**src/rtl/multicycle_ctrl_if.sv**
```systemverilog
// Control/handshake bundle between the multi-cycle controller and its datapath/memories.
// The master is the controller; the slave is the datapath and memory side.
interface multicycle_ctrl_if;
    logic [31:0] instr;
    logic        imem_ack;
    logic        dmem_ack;
    logic        br_taken;

    logic        imem_req;
    logic        dmem_req;
    logic        dmem_we;
    logic        ir_we;
    logic        pc_we;
    logic        pc_sel;
    logic        reg_we;
    logic [2:0]  imm_type;
    logic [1:0]  alu_a_sel;
    logic        alu_b_sel;
    logic [1:0]  wb_sel;
    logic        illegal;
    logic        retire;

    modport master (
        input  instr, imem_ack, dmem_ack, br_taken,
        output imem_req, dmem_req, dmem_we, ir_we, pc_we, pc_sel, reg_we,
               imm_type, alu_a_sel, alu_b_sel, wb_sel, illegal, retire
    );

    modport slave (
        output instr, imem_ack, dmem_ack, br_taken,
        input  imem_req, dmem_req, dmem_we, ir_we, pc_we, pc_sel, reg_we,
               imm_type, alu_a_sel, alu_b_sel, wb_sel, illegal, retire
    );
endinterface

```
**src/rtl/multicycle_ctrl.sv**
```systemverilog
// Main control FSM of the multi-cycle RV32I core: fetch, decode, execute, memory, writeback,
// with memory-wait timeout and illegal-opcode trapping.
module multicycle_ctrl #(
    parameter int unsigned TIMEOUT = 255,
    parameter int unsigned CNT_W   = 8
) (
    input  logic                clk,
    input  logic                rst_n,
    multicycle_ctrl_if.master   bus
);

    typedef enum logic [2:0] {
        FETCH  = 3'd0,
        DECODE = 3'd1,
        EXEC   = 3'd2,
        MEM    = 3'd3,
        WB     = 3'd4,
        TRAP   = 3'd5
    } state_e;

    typedef enum logic [3:0] {
        CLS_OP      = 4'd0,
        CLS_OPIMM   = 4'd1,
        CLS_LOAD    = 4'd2,
        CLS_STORE   = 4'd3,
        CLS_BRANCH  = 4'd4,
        CLS_JAL     = 4'd5,
        CLS_JALR    = 4'd6,
        CLS_LUI     = 4'd7,
        CLS_AUIPC   = 4'd8,
        CLS_ILLEGAL = 4'd9
    } opclass_e;

    localparam logic [6:0] OPC_LUI    = 7'b0110111;
    localparam logic [6:0] OPC_AUIPC  = 7'b0010111;
    localparam logic [6:0] OPC_JAL    = 7'b1101111;
    localparam logic [6:0] OPC_JALR   = 7'b1100111;
    localparam logic [6:0] OPC_BRANCH = 7'b1100011;
    localparam logic [6:0] OPC_LOAD   = 7'b0000011;
    localparam logic [6:0] OPC_STORE  = 7'b0100011;
    localparam logic [6:0] OPC_OPIMM  = 7'b0010011;
    localparam logic [6:0] OPC_OP     = 7'b0110011;

    localparam logic [2:0] IMM_R = 3'd0;
    localparam logic [2:0] IMM_I = 3'd1;
    localparam logic [2:0] IMM_U = 3'd2;
    localparam logic [2:0] IMM_S = 3'd3;
    localparam logic [2:0] IMM_B = 3'd4;
    localparam logic [2:0] IMM_J = 3'd5;

    localparam logic [1:0] ASEL_RS1  = 2'd0;
    localparam logic [1:0] ASEL_PC   = 2'd1;
    localparam logic [1:0] ASEL_ZERO = 2'd2;

    localparam logic [1:0] WB_ALU = 2'd0;
    localparam logic [1:0] WB_MEM = 2'd1;
    localparam logic [1:0] WB_PC4 = 2'd2;

    localparam logic [CNT_W-1:0] CNT_LAST = CNT_W'(TIMEOUT - 1);
    localparam logic [CNT_W-1:0] CNT_MAX  = {CNT_W{1'b1}};

    state_e           state_q, state_d;
    opclass_e         cls_q, cls_d;
    opclass_e         decCls;
    opclass_e         activeCls;
    logic [CNT_W-1:0] cnt_q, cnt_d;
    logic             reqEn_q;
    logic             illegal_q;
    logic             cntRun;

    logic             imemReq;
    logic             dmemReq;
    logic             dmemWe;
    logic             irWe;
    logic             pcWe;
    logic             pcSel;
    logic             regWe;
    logic [1:0]       wbSel;
    logic             retire;
    logic [2:0]       clsImm;
    logic [1:0]       clsASel;
    logic             clsBSel;
    logic             selValid;
    logic             unusedInstr;

    assign unusedInstr = ^bus.instr[31:7];

    function automatic opclass_e classify(input logic [6:0] opc);
        opclass_e c;
        c = CLS_ILLEGAL;
        unique case (opc)
            OPC_OP:     c = CLS_OP;
            OPC_OPIMM:  c = CLS_OPIMM;
            OPC_LOAD:   c = CLS_LOAD;
            OPC_STORE:  c = CLS_STORE;
            OPC_BRANCH: c = CLS_BRANCH;
            OPC_JAL:    c = CLS_JAL;
            OPC_JALR:   c = CLS_JALR;
            OPC_LUI:    c = CLS_LUI;
            OPC_AUIPC:  c = CLS_AUIPC;
            default:    c = CLS_ILLEGAL;
        endcase
        return c;
    endfunction

    // During DECODE the class comes straight from IR; afterwards from the latched copy.
    always_comb begin
        decCls    = classify(bus.instr[6:0]);
        activeCls = (state_q == DECODE) ? decCls : cls_q;
    end

    always_comb begin
        clsImm  = IMM_R;
        clsASel = ASEL_RS1;
        clsBSel = 1'b0;
        case (activeCls)
            CLS_OP: begin
                clsImm  = IMM_R;
                clsASel = ASEL_RS1;
                clsBSel = 1'b0;
            end
            CLS_OPIMM, CLS_LOAD, CLS_JALR: begin
                clsImm  = IMM_I;
                clsASel = ASEL_RS1;
                clsBSel = 1'b1;
            end
            CLS_LUI: begin
                clsImm  = IMM_U;
                clsASel = ASEL_ZERO;
                clsBSel = 1'b1;
            end
            CLS_AUIPC: begin
                clsImm  = IMM_U;
                clsASel = ASEL_PC;
                clsBSel = 1'b1;
            end
            CLS_STORE: begin
                clsImm  = IMM_S;
                clsASel = ASEL_RS1;
                clsBSel = 1'b1;
            end
            CLS_BRANCH: begin
                clsImm  = IMM_B;
                clsASel = ASEL_PC;
                clsBSel = 1'b1;
            end
            CLS_JAL: begin
                clsImm  = IMM_J;
                clsASel = ASEL_PC;
                clsBSel = 1'b1;
            end
            default: begin
                clsImm  = IMM_R;
                clsASel = ASEL_RS1;
                clsBSel = 1'b0;
            end
        endcase
    end

    assign selValid = (state_q == DECODE) || (state_q == EXEC) ||
                      (state_q == MEM)    || (state_q == WB);

    always_comb begin
        state_d = state_q;
        cls_d   = cls_q;
        cntRun  = 1'b0;
        imemReq = 1'b0;
        dmemReq = 1'b0;
        dmemWe  = 1'b0;
        irWe    = 1'b0;
        pcWe    = 1'b0;
        pcSel   = 1'b0;
        regWe   = 1'b0;
        wbSel   = WB_ALU;
        retire  = 1'b0;

        case (state_q)
            FETCH: begin
                // The first cycle after reset keeps the request low so a stale ack is discarded.
                if (reqEn_q) begin
                    imemReq = 1'b1;
                    cntRun  = 1'b1;
                    if (bus.imem_ack) begin
                        irWe    = 1'b1;
                        state_d = DECODE;
                    end else if (cnt_q == CNT_LAST) begin
                        state_d = TRAP;
                    end
                end
            end
            DECODE: begin
                cls_d   = decCls;
                state_d = (decCls == CLS_ILLEGAL) ? TRAP : EXEC;
            end
            EXEC: begin
                case (cls_q)
                    CLS_LOAD, CLS_STORE: state_d = MEM;
                    CLS_BRANCH: begin
                        pcWe    = 1'b1;
                        pcSel   = bus.br_taken;
                        retire  = 1'b1;
                        state_d = FETCH;
                    end
                    default: state_d = WB;
                endcase
            end
            MEM: begin
                dmemReq = 1'b1;
                dmemWe  = (cls_q == CLS_STORE);
                cntRun  = 1'b1;
                if (bus.dmem_ack) begin
                    if (cls_q == CLS_STORE) begin
                        pcWe    = 1'b1;
                        retire  = 1'b1;
                        state_d = FETCH;
                    end else begin
                        state_d = WB;
                    end
                end else if (cnt_q == CNT_LAST) begin
                    state_d = TRAP;
                end
            end
            WB: begin
                regWe   = 1'b1;
                pcWe    = 1'b1;
                retire  = 1'b1;
                state_d = FETCH;
                case (cls_q)
                    CLS_JAL, CLS_JALR: begin
                        wbSel = WB_PC4;
                        pcSel = 1'b1;
                    end
                    CLS_LOAD: wbSel = WB_MEM;
                    default:  wbSel = WB_ALU;
                endcase
            end
            TRAP: state_d = TRAP;
            default: state_d = TRAP;
        endcase
    end

    always_comb begin
        cnt_d = cnt_q;
        if (state_d != state_q) begin
            cnt_d = '0;
        end else if (cntRun && (cnt_q != CNT_MAX)) begin
            cnt_d = cnt_q + 1'b1;
        end
    end

    always_ff @(posedge clk) begin
        if (!rst_n) begin
            state_q   <= FETCH;
            cls_q     <= CLS_ILLEGAL;
            cnt_q     <= '0;
            reqEn_q   <= 1'b0;
            illegal_q <= 1'b0;
        end else begin
            state_q   <= state_d;
            cls_q     <= cls_d;
            cnt_q     <= cnt_d;
            reqEn_q   <= 1'b1;
            illegal_q <= illegal_q | (state_d == TRAP);
        end
    end

    assign bus.imem_req  = imemReq;
    assign bus.dmem_req  = dmemReq;
    assign bus.dmem_we   = dmemWe;
    assign bus.ir_we     = irWe;
    assign bus.pc_we     = pcWe;
    assign bus.pc_sel    = pcSel;
    assign bus.reg_we    = regWe;
    assign bus.wb_sel    = wbSel;
    assign bus.retire    = retire;
    assign bus.illegal   = illegal_q;
    assign bus.imm_type  = selValid ? clsImm  : IMM_R;
    assign bus.alu_a_sel = selValid ? clsASel : ASEL_RS1;
    assign bus.alu_b_sel = selValid ? clsBSel : 1'b0;

endmodule

```
**src/flat_wrapper.sv**
```systemverilog
// flat-port wrapper written by rule: the top's interface ports become plain ports
module multicycle_ctrl_flat 
#(
    parameter int unsigned TIMEOUT = 255,
    parameter int unsigned CNT_W   = 8
)
  (clk, rst_n, bus_instr, bus_imem_ack, bus_dmem_ack, bus_br_taken, bus_imem_req, bus_dmem_req, bus_dmem_we, bus_ir_we, bus_pc_we, bus_pc_sel, bus_reg_we, bus_imm_type, bus_alu_a_sel, bus_alu_b_sel, bus_wb_sel, bus_illegal, bus_retire);
  multicycle_ctrl_if bus_i ();
  input  logic clk;
  input  logic rst_n;
  input wire logic [$bits(bus_i.instr)-1:0] bus_instr;
  input wire logic [$bits(bus_i.imem_ack)-1:0] bus_imem_ack;
  input wire logic [$bits(bus_i.dmem_ack)-1:0] bus_dmem_ack;
  input wire logic [$bits(bus_i.br_taken)-1:0] bus_br_taken;
  output wire logic [$bits(bus_i.imem_req)-1:0] bus_imem_req;
  output wire logic [$bits(bus_i.dmem_req)-1:0] bus_dmem_req;
  output wire logic [$bits(bus_i.dmem_we)-1:0] bus_dmem_we;
  output wire logic [$bits(bus_i.ir_we)-1:0] bus_ir_we;
  output wire logic [$bits(bus_i.pc_we)-1:0] bus_pc_we;
  output wire logic [$bits(bus_i.pc_sel)-1:0] bus_pc_sel;
  output wire logic [$bits(bus_i.reg_we)-1:0] bus_reg_we;
  output wire logic [$bits(bus_i.imm_type)-1:0] bus_imm_type;
  output wire logic [$bits(bus_i.alu_a_sel)-1:0] bus_alu_a_sel;
  output wire logic [$bits(bus_i.alu_b_sel)-1:0] bus_alu_b_sel;
  output wire logic [$bits(bus_i.wb_sel)-1:0] bus_wb_sel;
  output wire logic [$bits(bus_i.illegal)-1:0] bus_illegal;
  output wire logic [$bits(bus_i.retire)-1:0] bus_retire;
  assign bus_i.instr = bus_instr;
  assign bus_i.imem_ack = bus_imem_ack;
  assign bus_i.dmem_ack = bus_dmem_ack;
  assign bus_i.br_taken = bus_br_taken;
  assign bus_imem_req = bus_i.imem_req;
  assign bus_dmem_req = bus_i.dmem_req;
  assign bus_dmem_we = bus_i.dmem_we;
  assign bus_ir_we = bus_i.ir_we;
  assign bus_pc_we = bus_i.pc_we;
  assign bus_pc_sel = bus_i.pc_sel;
  assign bus_reg_we = bus_i.reg_we;
  assign bus_imm_type = bus_i.imm_type;
  assign bus_alu_a_sel = bus_i.alu_a_sel;
  assign bus_alu_b_sel = bus_i.alu_b_sel;
  assign bus_wb_sel = bus_i.wb_sel;
  assign bus_illegal = bus_i.illegal;
  assign bus_retire = bus_i.retire;
  multicycle_ctrl #(.TIMEOUT(TIMEOUT), .CNT_W(CNT_W)) u_core (.clk(clk), .rst_n(rst_n), .bus(bus_i));
endmodule
```
**config.mk**
```make
export PLATFORM = sky130hd
export DESIGN_NAME = multicycle_ctrl_flat
export DESIGN_NICKNAME = d
export VERILOG_FILES = /design/src/rtl/multicycle_ctrl_if.sv /design/src/rtl/multicycle_ctrl.sv /design/src/flat_wrapper.sv
export SDC_FILE = /design/constraint.sdc
export NUM_CORES = 1
export LEC_CHECK = 0
export BUFFER_PORTS_ARGS = -buffer_cell sky130_fd_sc_hd__buf_2
export CAP_MARGIN = 10
export CORE_UTILIZATION = 36
export CTS_BUF_LIST = sky130_fd_sc_hd__clkbuf_16
export CTS_CLUSTER_DIAMETER = 80
export CTS_CLUSTER_SIZE = 16
export DETAILED_ROUTE_END_ITERATION = 8
export GPL_ROUTABILITY_DRIVEN = 1
export SETUP_SLACK_MARGIN = 0.02
export SLEW_MARGIN = 20
export SYNTH_ARGS = -nofsm -noshare
export SYNTH_HDL_FRONTEND = slang
export SYNTH_SLANG_ARGS = --single-unit
export TNS_END_PERCENT = 10
```
**constraint.sdc**
```tcl
create_clock -name clk -period 2.9 [get_ports clk]
set_input_delay 0.435 -clock clk [delete_from_list [all_inputs] [get_ports clk]]
set_output_delay 0.435 -clock clk [all_outputs]
set_load 0.01 [all_outputs]
```
==> impl_metrics.tcl <==
set metrics [dict create \
    status "finished clean" \
    hold_viol 0 \
    setup_viol 0 \
    drc 0 \
    grt_max_degree 11 \
    period_share_pct 93.2 \
    firstDrtPassIters 4 \
    dieArea_sq_um 4170 \
    io-pin-count 54 \
    slowest_delay_ns 0.51 \
    syn-cell-area_sq_um 1410 \
    yosysWarningCount 0 \
    switching_power_uw 170 \
    gp_congestion 0.814 \
    core_sq_um 3720 \
    synth_seq_area_share_pct 24.2 \
    critPathMostFrequentCell "nor2_1" \
    syn_avg_cell_area_sq_um 8.54 \
    cp_slowest_cell "or3b_1" \
    final_nets 236 \
    cts.sinks 17 \
    yosysTopAreaCellShare_pct 24.2 \
    pwr-share-clk_pct 42.9 \
    powerDensity_nw_per_um2 387 \
    cts_root_buf "clkbuf_16" \
    h-tree-depth 1 \
    comb_power_share_pct 18.8 \
    grt_util_all_layers_pct 18.0 \
    n_fill_cell 366 \
    fmax_mhz 370 \
    synthFlopType "dfxtp_1" \
    worstMarginPinSlew_ns 0.506 \
    synthTopCellsByArea "dfxtp_1 (24%), nor3_1 (5.0%), ha_1 (4.4%)" \
    critPathKind "reg -> out" \
    drt-total-wl_mm 3.56 \
    finalCriticalPeriod_ns 2.70 \
    pwr-share-seq_pct 38.3 \
    vias 1341 \
    detail-route-antenna-nets 0 \
    synth_cells 165 \
    maxSlewHeadroom_pct 66.0 \
    antenna_found_initial 0 \
    die_h_um 64.6 \
    drive_gt1_share_pct 25.9 \
    fin_cells 241 \
    syn2layout_area_growth_pct 18.1 \
    synth_edf_count 0 \
    p_int_uw 473 \
    postCtsSetupBuffers 0 \
    clk_pin_slew_ns 0.05 \
    die-width_um 64.6 \
    clk_path_buf_depth 2 \
    arrival_ns 2.27 \
    grt_pass1_wl_mm 5.93 \
    cts_made_buffers 3 \
    insertion_delay_ns 0.25 \
    diodes 0 \
    dp_hpwl_mm 2.67 \
    synth_top_cell_by_area "dfxtp_1" \
    multi_input_area_sq_um 980 \
    cp.required_ns 2.47 \
    synthArstFlopShare_pct 0 \
    clock_skew_ns 0.00516 \
    grt_pass1_vias 1326 \
    cp_num_buf_inv 2 \
    crit_family "simple AND/OR/NAND/NOR gates" \
    place.port_buffers 28 \
    vias_per_cell 5.56 \
    synth_nets 207 \
    grt_overflow 0 \
    dp.cells 237 \
    start_util_pct 37.9 \
    cp_max_fo 6 \
    hold_path_class "in -> reg" \
    rows 22 \
    slew_viol_final 0 \
    irDropWorstVdd_mv 0.225 \
    rsz0062_at_grt "false" \
    wl_per_cell_um 14.8 \
    cap_violations 0 \
    worstPathCellList "or3b_1 -> nor2_1 -> a22o_2 -> inv_1 -> ha_1 -> nor2_1 -> a211oi_1 -> buf_2" \
    swShare_pct 26.5 \
    synth_cell_types 60 \
    setup_ws_ns 0.197 \
    drt_iter0_drc 77 \
    endpoint_kind "output port" \
    crit_path_start_kind "flip-flop" \
    seq_area_sq_um 340 \
    cts_tree "done" \
    place_ws_ns 0.365 \
    power.leakage_nw 0.638 \
    final.setup.tns_ns 0 \
    ys_ff_latch 17 \
]
[sequential cells by signal, indices dropped and copies added (netlist names)]
| name | cells |
|---|---|
| u_core.cnt_q | 8 |
| u_core.reqEn_q | 1 |
| u_core.cls_q | 4 |
| u_core.state_q | 3 |
| u_core.bus.illegal | 1 |
[final cells by class]
type                            instances  area share, %
Clock buffer                            3           4.51
Clock inverter                          1          0.226
Inverter                                9           2.11
Multi-Input combinational cell        131           58.9
Sequential cell                        17           20.5
Tap cell                               48           3.61
Timing Repair Buffer                   32           10.2
[per-stage QoR]
step	hold slack (ns)	util (%)	power (mW)	cell area [sq um]
floorplan	0.463	-	0.337	1410
global placement	0.439	42.6	0.366	1580
detailed placement	0.455	42.6	0.370	1580
CTS	0.416	44.7	0.651	1660
finish	0.413	44.8	0.644	1660
global route	0.417	44.8	0.673	1660
[cell usage in the layout, fill, tap and decap left out, drive strengths merged, types with 3 or more instances in the layout]
cell type	synthesis	routed
nand4	3	3
xnor2	6	6
dfxtp	17	17
a211oi	4	4
nor3	16	16
nand3	5	5
nor2b	6	6
buf	6	32
xor2	5	5
nor2	6	6
nand3b	4	4
or3b	3	3
nand2	11	11
o21ai	9	9
clkbuf	2	3
ha	5	5
and2	4	4
a21oi	5	5
inv	8	9
[cells in the mapped netlist, types with 2 or more instances]
cell,instances
nor2_1,6
a21oi_1,5
nor3_2,2
a211oi_1,3
nand4_1,3
a211o_1,2
nor4b_1,2
nand3b_1,4
buf_4,2
and2_1,3
and3_1,2
nor3_1,14
ha_1,5
xor2_1,5
nand3_1,5
or3b_1,2
xnor2_1,6
and3b_1,2
clkbuf_1,2
o21ai_0,8
buf_2,2
nand2_1,11
dfxtp_1,17
o2bb2ai_1,2
buf_6,2
nor2b_1,6
inv_1,8
nand2b_1,2
[power groups by stage]
stage	logic [mW]	clock network, mW	registers [mW]
floorplan	0.0867	0	0.250
global placement	0.116	0	0.251
detailed placement	0.119	0	0.251
CTS	0.121	0.284	0.246
global route	0.133	0.293	0.247
finish	0.121	0.276	0.246
[path summary, 6_finish.rpt]
check                                                    from                             to  slack (ns)  cells past startpoint
worst max-delay path             u_core.state_q[1]$_SDFF_PN0_                bus_imm_type[0]        0.20                      8
worst min-delay path                                    rst_n         u_core.reqEn_q$_DFF_P_        0.41                      1
worst max register to register     u_core.cls_q[1]$_SDFF_PN0_   u_core.cnt_q[7]$_SDFFE_PP0P_        0.98                      5
worst min register to register  u_core.bus.illegal$_SDFF_PN0_  u_core.bus.illegal$_SDFF_PN0_        0.46                      2
[repair_timing]
item / in CTS / in global routing
hold buffers: 0 / 0
endpoints found under the setup margin: 0 / 1
gates resized for setup: 0 / 1
[per-layer routing]
metal	wire (um)	GRT usage, %	vias up
li1	-	-	667
met1	1580	21.0	639
met2	1840	33.2	31
met3	112	2.99	4
met4	25	5.56	0
met5	0	0	-
[kinds of logic after synthesis]
logic type	share of synthesized area [%]
AOI/OAI and AO/OA	25.2
xor gates and xnor gates	6.84
adders and majority gates	4.44
buffers and inverters	6.39
DFF	24.2
and+or+nand+nor	33.0
(Power assumes the default switching activity.)
